<file path="src/rtl/clk_mon.sv">
// Clock monitor: measures the period of an asynchronous mon_clk in clk_in cycles,
// tracks lock against an expected period and flags a stopped clock.
module clk_mon #(
    parameter int CNT_WIDTH  = 8,
    parameter int EXP_PERIOD = 8,
    parameter int TOL        = 1,
    parameter int LOCK_COUNT = 4
) (
    input  logic                 clk_in,
    input  logic                 rst,
    input  logic                 mon_clk,
    output logic [CNT_WIDTH-1:0] period,
    output logic                 period_valid,
    output logic                 locked,
    output logic                 timeout
);

    localparam logic [CNT_WIDTH:0]   PER_MAX = {1'b0, {CNT_WIDTH{1'b1}}};
    localparam logic [CNT_WIDTH-1:0] CNT_TO  = {{(CNT_WIDTH-1){1'b1}}, 1'b0};
    localparam logic [CNT_WIDTH:0]   EXP_V   = (CNT_WIDTH+1)'(EXP_PERIOD);
    localparam logic [CNT_WIDTH:0]   TOL_V   = (CNT_WIDTH+1)'(TOL);
    localparam logic [3:0]           LOCK_V  = 4'(LOCK_COUNT);

    typedef enum logic {IDLE, MEAS} state_t;

    state_t               state;
    logic                 s1, s2, s3;
    logic                 rise;
    logic [CNT_WIDTH-1:0] cnt;
    logic [3:0]           good;
    logic [CNT_WIDTH-1:0] new_period;
    logic [3:0]           good_inc;
    logic                 match;

    function automatic logic [CNT_WIDTH-1:0] sat_period(input logic [CNT_WIDTH:0] v);
        return (v > PER_MAX) ? PER_MAX[CNT_WIDTH-1:0] : v[CNT_WIDTH-1:0];
    endfunction

    function automatic logic in_tol(input logic [CNT_WIDTH-1:0] p);
        logic [CNT_WIDTH:0] pe;
        logic [CNT_WIDTH:0] d;
        pe = {1'b0, p};
        d  = (pe >= EXP_V) ? pe - EXP_V : EXP_V - pe;
        return d <= TOL_V;
    endfunction

    // Synchroniser stage: s1/s2 resolve metastability, s3 delays for edge detect
    always_ff @(posedge clk_in) begin
        if (rst) begin
            s1 <= 1'b0;
            s2 <= 1'b0;
            s3 <= 1'b0;
        end else begin
            s1 <= mon_clk;
            s2 <= s1;
            s3 <= s2;
        end
    end

    assign rise       = s2 & ~s3;
    assign new_period = sat_period({1'b0, cnt} + (CNT_WIDTH+1)'(1));
    assign match      = in_tol(new_period);
    assign good_inc   = (good == LOCK_V) ? good : good + 4'd1;

    // Measurement stage: period counter, lock tracking and stopped-clock detection
    always_ff @(posedge clk_in) begin
        if (rst) begin
            state        <= IDLE;
            cnt          <= '0;
            good         <= '0;
            period       <= '0;
            period_valid <= 1'b0;
            locked       <= 1'b0;
            timeout      <= 1'b0;
        end else begin
            period_valid <= 1'b0;
            case (state)
                IDLE: begin
                    cnt <= '0;
                    if (rise) begin
                        state   <= MEAS;
                        timeout <= 1'b0;
                    end
                end
                MEAS: begin
                    if (rise) begin
                        period       <= new_period;
                        period_valid <= 1'b1;
                        cnt          <= '0;
                        if (match) begin
                            good <= good_inc;
                            if (good_inc == LOCK_V)
                                locked <= 1'b1;
                        end else begin
                            good   <= '0;
                            locked <= 1'b0;
                        end
                    end else if (cnt == CNT_TO) begin
                        // mon_clk presumed stopped; next edge only re-arms
                        timeout <= 1'b1;
                        locked  <= 1'b0;
                        good    <= '0;
                        cnt     <= '0;
                        state   <= IDLE;
                    end else begin
                        cnt <= cnt + CNT_WIDTH'(1);
                    end
                end
            endcase
        end
    end

endmodule

</file>
<file path="config.mk">
export PLATFORM = sky130hd
export DESIGN_NAME = clk_mon
export DESIGN_NICKNAME = d
export VERILOG_FILES = /design/src/rtl/clk_mon.sv
export SDC_FILE = /design/constraint.sdc
export NUM_CORES = 1
export LEC_CHECK = 0
export BUFFER_PORTS_ARGS = -buffer_cell sky130_fd_sc_hd__buf_4
export CAP_MARGIN = 10
export CORE_MARGIN = 2
export CORE_UTILIZATION = 54
export DETAILED_ROUTE_END_ITERATION = 8
export PLACE_DENSITY = 0.76
export SYNTH_ARGS = -nofsm -noshare
export SYNTH_HDL_FRONTEND = slang
export SYNTH_SLANG_ARGS = --single-unit
</file>
<file path="constraint.sdc">
create_clock -name clk_in -period 3.45 [get_ports clk_in]
set_clock_uncertainty 0.2 [all_clocks]
set_input_delay 0.69 -clock clk_in [delete_from_list [all_inputs] [get_ports clk_in]]
set_output_delay 0.69 -clock clk_in [all_outputs]
set_load 0.005 [all_outputs]
</file>
Word level (Yosys, flattened, before mapping). Cells that the tools add are included.

Add/sub/neg operators: 5. Multipliers: 0. Divide/modulo/power cells: 0. $lt $le $gt $ge: 3. Equality and inequality tests: 7. Shift-type cells: 0. Mux-type cells: 21. Bitwise logic cells: 3. Reduce and logical (&&, ||, !) cells: 6.

Operators by type and width (number): $mux 8 (3); $mux 4 (4); $pmux 8 s2 (1); $mux 1 (10); $add 8x1->9 const B (1); $gt 9x8->1 const B (1); $le 9x1->1 const B (1); $mux 9 (1); $sub 4x8->9 const A (1); $sub 8x4->9 const B (1); $add 8x1->8 const B (1); $eq 4x3->1 const B (2); $eq 8x8->1 const B (1); $ge 8x4->1 const B (1); $reduce_and 3->1 (2); $add 4x1->4 const B (1); $ne 2x2->1 const B (2); $pmux 1 s2 (2); $reduce_and 2->1 (2); $ne 3x2->1 const B (1); $ne 2x1->1 const B (1); $not 1->1 (2); $reduce_bool 2->1 (1); $reduce_or 2->1 (1); $and 1x1->1 (1).

Register bits: 27. Bits in latches: 0. Bits in writable memories: 0. Memory bits (read-only): 0. Input bits: 3. Memories: 0.

Logic depth before layout (Yosys ltp). Gate-level depths: netlist (run 1).

Depth in word-level cells: 8. Gate-level depth with buffers: 15. Depth with buffers taken out: 14.

Worst setup path before layout (run 1). No wires, ideal clock.

Path kind: flip-flop to flip-flop. From: register cnt[1]. To: register good[3]. Library setup time: 103 ps. Arrival: 3146 ps. Required time: 3147 ps. Setup slack: 0 ps. Cell stages (with the launch flop): 15. Path buffers: 1. Cells stage by stage: dfxtp_1 -> ha_1 -> buf_2 -> inv_1 -> a31oi_1 -> nor4b_1 -> a31oi_1 -> and2_1 -> ha_1 -> nor3b_1 -> o21ai_1 -> or4_1 -> o21ai_1 -> o211ai_2 -> a2111oi_2.

Longest elaborated chain between the ends: 8. Elaborated cells between the ends (all ways): 13. Those cells by class: add/sub: 3; order compare: 3; eq/ne: 1; mux: 4; reduce/logical: 2.

RTL lines: start, declared (line 29) `logic [CNT_WIDTH-1:0] cnt;`; start signal, assigned (line 106) `cnt <= cnt + CNT_WIDTH'(1);`; $add 8x1->9 (line 61) `assign new_period = sat_period({1'b0, cnt} + (CNT_WIDTH+1)'(1));`; $gt 9x8->1 (line 36) `return (v > PER_MAX) ? PER_MAX[CNT_WIDTH-1:0] : v[CNT_WIDTH-1:0];`; $mux 8 (line 36); $sub 4x8->9, or another cell as far along (line 43) `d = (pe >= EXP_V) ? pe - EXP_V : EXP_V - pe;`; $mux 9 (line 43); $le 9x1->1 (line 44) `return d <= TOL_V;`; $mux 4 (line 90) `if (match) begin`; $mux 4 (line 86) `if (rise) begin`; end signal, assigned (line 91) `good <= good_inc;`; end, declared (line 30) `logic [3:0] good;`.

Parallel ways exist; a longest one is shown, timed or not. A chain may end at the register's enable or synchronous reset.

Worst setup path in the final report (run 1).
From: register cnt[2]. To: register good[0].

The elaborated chain is that of the path after synthesis.

==> metrics, run 1 <==
via count 1715; Vias/cell 5.98; most area-consuming cells after synthesis dfxtp_1, ha_1, nor2_1, a21oi_1, nor2b_1; initial core utilization 57.8%; Critical Path Max Stage Delay 570 ps; Sink Count 27; PwrDens 220 nW/um^2; post-layout util 71.0%; GRT Overall Usage 27.3%; status finished clean; Yosys warning total 0; clock root buffer clkbuf_4; P_leak 0.842 nW; H-Tree Level Count 1; IO Port Bufs 13; most frequent cells in the layout buf_4, nor2_1, dfxtp_1; Synth Net Count 220; worst hold path type flip-flop to flip-flop; total grt overflow 0; Initial DRT Pass Iterations 4; Slew Viols, Final 0; Max Clk Rate 295 MHz; Area after DPL 2060 sq um; Synth Cell Area 1790 sq um; routed wire length 5010 microns; max-cap viol count 0; CTS buffer count 3; Critical Path RT 3490 ps; area growth from synthesis to layout 22.7%; cell taking the most area after synthesis dfxtp_1; hold_buf cts 0; pin count of the biggest net entering global routing 23; GP Congestion 0.914; fin crit share 98.4%; Post-Synthesis Cells 208; RSZ-0062 raised after global routing true; relative slew slack 46.0%; Avg WL per Cell 17.4 microns; Worst VDD drop 0.268 mV; Worst EP arrival 3440 ps; Setup crit end kind flip-flop; Worst-path clk slew 150 ps; post-synthesis sequential area ratio 30.1%; Worst-Margin Slew 808 ps; cell area after layout 2200 sq um; Initial DRC Count 192; share of cells above drive strength 1 33.7%; DRC 0; CP bufs+invs 2; Async SR Flop Fraction 0%; crit-path cells and3_1, o21ai_0, a21oi_1, o21ai_1, a31oi_1, and2_4, buf_6, ha_2, a41oi_2, or4_4, o31ai_4, buf_4, nand3_1, o32ai_2; CTS Buffer Depth 2; Setup TNS Final 0 ps; Skew-Pair Late Insertion Delay 330 ps; n_diodes 0; Tmin final 3390 ps; most common cell after layout, fill and taps aside buf_4; crit path kind flip-flop to flip-flop; distinct cell type count after synthesis 64; row cnt 20; top_reg_cell synth dfxtp_1; Crit-path slowest cell or4_4; nets 256; EDFF count, synth 0; Fin Hold WS 266 ps; vias in the first global route 1545; die area 3800 sq um; die width 61.6 microns; first-pass GRT wire length 7540 microns; core area 3100 sq um; CP delay by family, top compound AO/OA/AOI/OAI gates; IO Pins 14; hpwl dp 3590 microns; critical path fanouts, max 7; Critical Path Start Type flip-flop; Post-DRT Antenna Nets 0; initial antenna violation count 0; CTS tree yes; Final Hold Fails 0; count of final setup violators 0; flops & latches, synth 27; Layout fillers 276; Die Ht 61.6 microns; Synth Area per Inst 8.63 sq um; top-area cell type share of the netlist area 30.1%
## flip-flops by register name (all words and copies together), names as in the netlist
| register | cells |
|---|---|
| timeout | 1 |
| period_valid | 1 |
| state | 1 |
| period | 8 |
| s2 | 1 |
| locked | 1 |
| cnt | 8 |
| s3 | 1 |
| s1 | 1 |
| good | 4 |
## kinds of logic (layout without fill, tap and decap cells)
family | count (synthesis) | count (layout) | synth area share, %
AND/OR/NAND/NOR | 89 | 89 | 28.2
buffers and inverters | 19 | 54 | 5.58
multiplexers | 2 | 2 | 1.12
adder cells (fa/ha/maj) | 9 | 9 | 6.28
AO/OA/AOI/OAI | 50 | 50 | 20.9
flip-flops | 27 | 27 | 30.1
XOR/XNOR | 12 | 12 | 7.74
## final timing paths
path	end	depth (start not counted)	from	slack, ps
max	good[0]$_SDFFE_PP0P_	14	cnt[2]$_SDFF_PP0_	60
min	s2$_SDFF_PP0_	1	s1$_SDFF_PP0_	270
max reg2reg	good[0]$_SDFFE_PP0P_	14	cnt[2]$_SDFF_PP0_	60
min reg2reg	s2$_SDFF_PP0_	1	s1$_SDFF_PP0_	270
## where the power goes
part / switching (W) / leakage, nW / internal, W
Sequential: 0.00000300 / 0.221 / 0.000314
Clock: 0.0000922 / 0.0177 / 0.0000435
Combinational: 0.0000175 / 0.603 / 0.0000138
Total: 0.000113 / 0.842 / 0.000371
## area by class of cell
| class | instances | area [sq um] | area share (%) |
|---|---|---|---|
| flip-flops and latches | 27 | 553 | 25.1 |
| clock inverters | 1 | 5.00 | 0.227 |
| inverters | 8 | 30.0 | 1.36 |
| repair buffers | 42 | 327 | 14.8 |
| clock buffers | 3 | 22.5 | 1.02 |
| well taps | 44 | 55.1 | 2.50 |
| multi-input cells | 162 | 1210 | 54.9 |
## routing by layer
metal | GRT usage [%] | up-vias | share of wire, %
li1 | - | 830 | -
met5 | 0 | - | 0
met4 | 6.99 | 0 | 1.4
met3 | 2.94 | 9 | 4.6
met2 | 43.5 | 62 | 47
met1 | 39.4 | 814 | 47
## cells in the mapped netlist (2+ instances only)
master / instances
dfxtp_1: 27
nor2_1: 26
nand2_1: 13
a21oi_1: 10
ha_1: 9
nand3_1: 8
nor2b_1: 8
a211oi_1: 6
inv_1: 6
nand4_1: 6
xnor2_1: 5
and2_1: 4
clkbuf_1: 4
o21ai_0: 4
o22ai_1: 4
xor2_1: 4
buf_4: 3
a31oi_1: 2
a41oi_1: 2
and3_1: 2
buf_2: 2
buf_6: 2
inv_2: 2
mux2i_1: 2
nand4b_1: 2
nor2_4: 2
nor3_1: 2
o21ai_1: 2
o311ai_0: 2
o32ai_1: 2
xnor2_2: 2
## through the flow
step / power [W] / instances / setup slack, ps
after floorplan: 0.000343 / 208 / 0.0553
after global placement: 0.000352 / 279 / 81.1
after detailed placement: 0.000353 / 279 / -2.15
after CTS: 0.000487 / 283 / 42.9
after global routing: 0.000501 / 287 / -93.4
final: 0.000484 / 287 / 56.1
## what timing repair did
| action | in CTS | in global routing |
|---|---|---|
| buffers inserted | 0 | 4 |
| pin swaps | 0 | 9 |
| gates resized for setup | 1 | 22 |
| setup endpoints to repair | 1 | 5 |
(Power assumes the default switching activity.)
==> inputs of run 2 (changes only) <==
Settings changed: CORE_UTILIZATION 54 to 55, PLACE_DENSITY 0.76 to 0.74.
Clock period 3.45 ns to 3.4 ns, I/O delays scaled along.
==> run 2 against run 1 <==
Fmax grew 2.0%. Cell count shrank 1.0%. Flip-flop and latch count is the same. Critical path depth shrank 2. Sequential power grew 2%. Setup slack gained 16 ps. Final area grew 0.91%. First-iteration DRC count shrank 45%. Clock power grew 12%. Hold slack lost 0.80 ps. Combinational power grew 2%. Sequential share of layout area shrank 0.34 points. Critical endpoint unchanged. Highest routed layer unchanged.
==> metrics, run 2 (synthesis gave the netlist of run 1 again) <==
die area 3740 sq um (-1.7%); Post-DRT Antenna Nets 0 (unchanged); clock root buffer clkbuf_4; hold_buf cts 0 (unchanged); die width 61.1 microns (-0.85%); CP startpoint cnt[6]$_SDFF_PP0_; n_diodes 0 (unchanged); Final Hold Fails 0 (unchanged); CTS tree yes; Worst-Margin Slew 849 ps (+40.9 ps); CTS Buffer Depth 2 (unchanged); Vias/cell 6.01 (+0.53%); crit path kind flip-flop to flip-flop; Slew Viols, Final 0 (unchanged); Tmin final 3330 ps (-66.2 ps); count of final setup violators 0 (unchanged); Die Ht 61.1 microns (-0.85%); most frequent cells in the layout buf_4, nor2_1, dfxtp_1; DRC 0 (unchanged); first-pass GRT wire length 7100 microns (-5.8%); initial core utilization 58.3% (+0.47 points); IO Pins 14 (unchanged); Initial DRT Pass Iterations 5 (+1); nets 253 (-1.2%); row cnt 20 (unchanged); hpwl dp 3530 microns (-1.7%); status finished clean; non-filler cells, final 284 (-1.0%); total grt overflow 0 (unchanged); Hold Crit Start s1$_SDFF_PP0_; P_leak 0.836 nW (-0.69%); Skew-Pair Late Insertion Delay 330 ps (about the same); critical path fanouts, max 4 (-3); Worst VDD drop 0.236 mV (-12%); placed cells 278 (-0.36%); core area 3080 sq um (-0.81%); Max Clk Rate 301 MHz (+2.0%); worst hold path type flip-flop to flip-flop; Place WS -112 ps (-110 ps); max-cap viol count 0 (unchanged); Final WS setup 72.3 ps (+16.2 ps); routed wire length 4800 microns (-4.2%); Setup crit end kind flip-flop; via count 1706 (-0.52%); Critical Path Start Type flip-flop; CTS buffer count 3 (unchanged); Avg WL per Cell 16.9 microns (-3.2%); Worst-path clk slew 160 ps (about the same); Reg2Reg Launch Point cnt[6]$_SDFF_PP0_; pin count of the biggest net entering global routing 23 (unchanged); area growth from synthesis to layout 23.8%; H-Tree Level Count 1 (unchanged); GRT Overall Usage 25.6% (-1.7 points); biggest regs cnt (8), period (8), good (4); GP Congestion 0.949 (+3.8%); Initial DRC Count 105 (-45%); initial antenna violation count 0 (unchanged); Critical Path RT 3450 ps (-40 ps); share of cells above drive strength 1 35.8% (+2.1 points); fin crit share 97.9% (-0.50 points); most common cell after layout, fill and taps aside buf_4; relative slew slack 43.3% (-2.7 points); post-layout util 72.2% (+1.2 points); vias in the first global route 1558 (+0.84%); IO Port Bufs 13 (unchanged); PwrDens 227 nW/um^2 (+3.6%); Worst EP arrival 3370 ps (-70 ps); Fin Hold WS 265 ps (-0.801 ps); Sink Count 27 (unchanged)
[run 2: worst paths after layout]
kind	endpoint	slack (ps)	depth (start not counted)
hold reg to reg	s2$_SDFF_PP0_	270	1
setup reg to reg	good[0]$_SDFFE_PP0P_	70	12
hold / removal	s2$_SDFF_PP0_	270	1
setup / recovery	good[0]$_SDFFE_PP0P_	70	12
[run 2: power breakdown]
group | switching (W) | internal [W]
Combinational | 0.0000180 | 0.0000140
Sequential | 0.00000281 | 0.000319
Clock | 0.000106 | 0.0000450
Total | 0.000127 | 0.000378
[run 2: layout make-up]
| type | instances | area [sq um] |
|---|---|---|
| fillers | 261 | 856 |
| repair buffers | 39 | 304 |
| inverters | 8 | 30.0 |
| well taps | 44 | 55.1 |
| multi-input cells | 162 | 1250 |
| clock inverters | 1 | 7.51 |
| flip-flops and latches | 27 | 551 |
| clock buffers | 3 | 22.5 |
[run 2: critical path: stages, from the launching register on]
cell and delay (ps):
dfxtp_1 480, nand4_1 200, nor2_2 190, xor2_1 120
a31oi_2 210, and2_4 180, buf_4 110, ha_2 160
a41oi_2 100, or4_4 580, o31ai_4 340, nand3_1 160
o32ai_2 190
[run 2: repair_timing]
item | in CTS | in global routing
pin swaps | 0 | 10
buffers inserted | 0 | 2
gates resized for setup | 5 | 25
endpoints found under the hold margin | 0 | 0
endpoints found under the setup margin | 5 | 5
[run 2: metal layers]
metal  global-route usage, %  vias to the layer above  share of wire, %  wire (microns)
met3                    4.41                       10               6.5             314
li1                        -                      823                 -               -
met5                       0                        -                 0               0
met2                    42.7                       71                50            2390
met4                    8.07                        0               1.1              55
met1                    33.6                      802                43            2040
[run 2: through the flow]
step	total power (W)	setup TNS [ps]	instance area, sq um
after floorplan	0.000348	0	1800
after global placement	0.000358	0	2060
after detailed placement	0.000359	-414	2060
after CTS	0.000504	0	2100
after global routing	0.000519	-202	2220
final	0.000505	0	2220
==> inputs of run 3 (changes only) <==
Settings changed: CORE_ASPECT_RATIO set to 1.4, CTS_BUF_LIST set to sky130_fd_sc_hd__clkbuf_16.
==> run 3 against run 2 <==
Hold slack worse by 20 ps. Register-to-register slack worse by 20 ps. Clock power up 76%. Combinational power about the same. Largest cell class unchanged. Core utilization up 0.52 points. Critical endpoint is now good[3]$_SDFFE_PP0P_. Sequential share of layout area down 0.37 points. Highest routed layer unchanged.
==> metrics, run 3 (synthesis gave the netlist of run 1 again) <==
combinational power share 5.2% (-1.1 points); Area after DPL 2040 sq um (-1.0%); CTS buffer count 3 (unchanged); row cnt 24 (+20%); Max Clk Rate 298 MHz (-0.74%); clock root buffer clkbuf_16; most common cell after layout, fill and taps aside buf_4; Switching Fraction 21.0% (-4.2 points); IO Port Bufs 13 (unchanged); relative slew slack 45.4% (+2.1 points); total grt overflow 0 (unchanged); crit path kind flip-flop to flip-flop; cell area after layout 2270 sq um (+2.2%); Tmin final 3350 ps (+24.7 ps); post-layout util 72.7% (+0.52 points); CTS tree yes; pin count of the biggest net entering global routing 23 (unchanged); Setup TNS Final 0 ps (unchanged); Fin Hold WS 245 ps (-20.0 ps); hold_buf cts 0 (unchanged); biggest regs cnt (8), period (8), good (4); Critical Path Start Type flip-flop; Worst EP arrival 3300 ps (-70 ps); most frequent cells in the layout buf_4, nor2_1, dfxtp_1; Flop pwr share 51.6% (-12 points); GRT Overall Usage 26.8% (+1.2 points); status finished clean; CTS Buffer Depth 2 (unchanged); critical path fanouts, max 8 (+4); Slew Viols, Final 0 (unchanged); n_diodes 0 (unchanged); P_leak 0.865 nW (+3.5%); vias in the first global route 1643 (+5.5%); Worst-Margin Slew 817 ps (-31.5 ps); Avg WL per Cell 17.7 microns (+4.7%); internal power 0.000491 W (+30%); worst hold path type flip-flop to flip-flop; core area 3120 sq um (+1.5%); Setup crit end kind flip-flop; PwrDens 274 nW/um^2 (+20%); Sink Count 27 (unchanged); IO Pins 14 (unchanged); Vias/cell 6.18 (+2.8%); die width 52.3 microns (-14%); initial antenna violation count 0 (unchanged); max-cap viol count 0 (unchanged); Layout fillers 243 (-6.9%); routed wire length 4950 microns (+3.2%); Initial DRC Count 53 (-50%); Initial DRT Pass Iterations 4 (-1); Final Hold Fails 0 (unchanged); Die Ht 71.6 microns (+17%); DRC 0 (unchanged); P_sw 0.000131 W (+2.7%); Post-DRT Antenna Nets 0 (unchanged); GP Congestion 1.02 (+7.7%); Clock power frac 43.2% (+13 points); Critical Path RT 3350 ps (-100 ps); count of final setup violators 0 (unchanged); area growth from synthesis to layout 26.6%; die area 3740 sq um (+0.17%); nets 254 (+0.40%); Skew-Pair Late Insertion Delay 260 ps (-70 ps); H-Tree Level Count 1 (unchanged); share of cells above drive strength 1 34.9% (-0.98 points); hpwl dp 3560 microns (+0.70%); first-pass GRT wire length 7620 microns (+7.4%); via count 1729 (+1.3%); fin crit share 98.6% (+0.73 points); Worst-path clk slew 70 ps (-90 ps); Worst VDD drop 0.199 mV (-15%); initial core utilization 57.5% (-0.84 points)
==> run 3: through the flow <==
stage               instances  setup slack (ps)  total power [W]
finish                    280              47.6         0.000622
detailed placement        271              -206         0.000359
floorplan                 208              2.47         0.000348
global route              280             -97.8         0.000643
CTS                       276              13.6         0.000624
global placement          271              -108         0.000358
==> run 3: path summary, 6_finish.rpt <==
check	to	slack, ps	cells after the start	start
worst max register to register	good[3]$_SDFFE_PP0P_	50	11	cnt[2]$_SDFF_PP0_
worst min register to register	s2$_SDFF_PP0_	250	1	s1$_SDFF_PP0_
worst min-delay path	s2$_SDFF_PP0_	250	1	s1$_SDFF_PP0_
worst max-delay path	good[3]$_SDFFE_PP0P_	50	11	cnt[2]$_SDFF_PP0_
==> run 3: worst max-delay path: stages, from the launching register on <==
cell and delay (ps):
dfxtp_2 370, buf_4 180, nand3_1 200, xnor2_1 400
and2_4 230, ha_4 140, nor3b_4 220, o21ai_4 110
or4_4 520, o21ai_2 170, o211ai_2 140, a2111oi_2 350
==> run 3: layout make-up <==
class                      instances  area [sq um]  area share (%)
sequential                        27           554            24.4
inverter                           8          30.0            1.32
multi-input combinational        162          1250            54.9
tap                               39          48.8            2.15
timing repair buffer              40           312            13.7
clock buffer                       3          75.1            3.31
clock inverter                     1          5.00           0.220
==> run 3: what timing repair did <==
item | CTS | global route
setup endpoints to repair | 5 | 5
buffers inserted | 1 | 4
gates cloned | 0 | 0
resized for setup | 9 | 20
pin swaps | 1 | 9
==> run 3: layer usage <==
metal,wire [microns],GRT usage (%),vias to the layer above,share of wire (%)
met1,1860,30.6,804,37
met4,260,11.4,0,5.3
met2,2610,48.9,69,53
met3,226,3.13,29,4.6
li1,-,-,827,-
met5,0,0,-,0
==> run 3: power by group through the flow <==
stage	logic, W	registers (W)	clock network, W
global route	0.0000350	0.000321	0.000287
global placement	0.0000281	0.000330	0
floorplan	0.0000189	0.000329	0
finish	0.0000323	0.000321	0.000268
CTS	0.0000297	0.000323	0.000272
detailed placement	0.0000288	0.000330	0
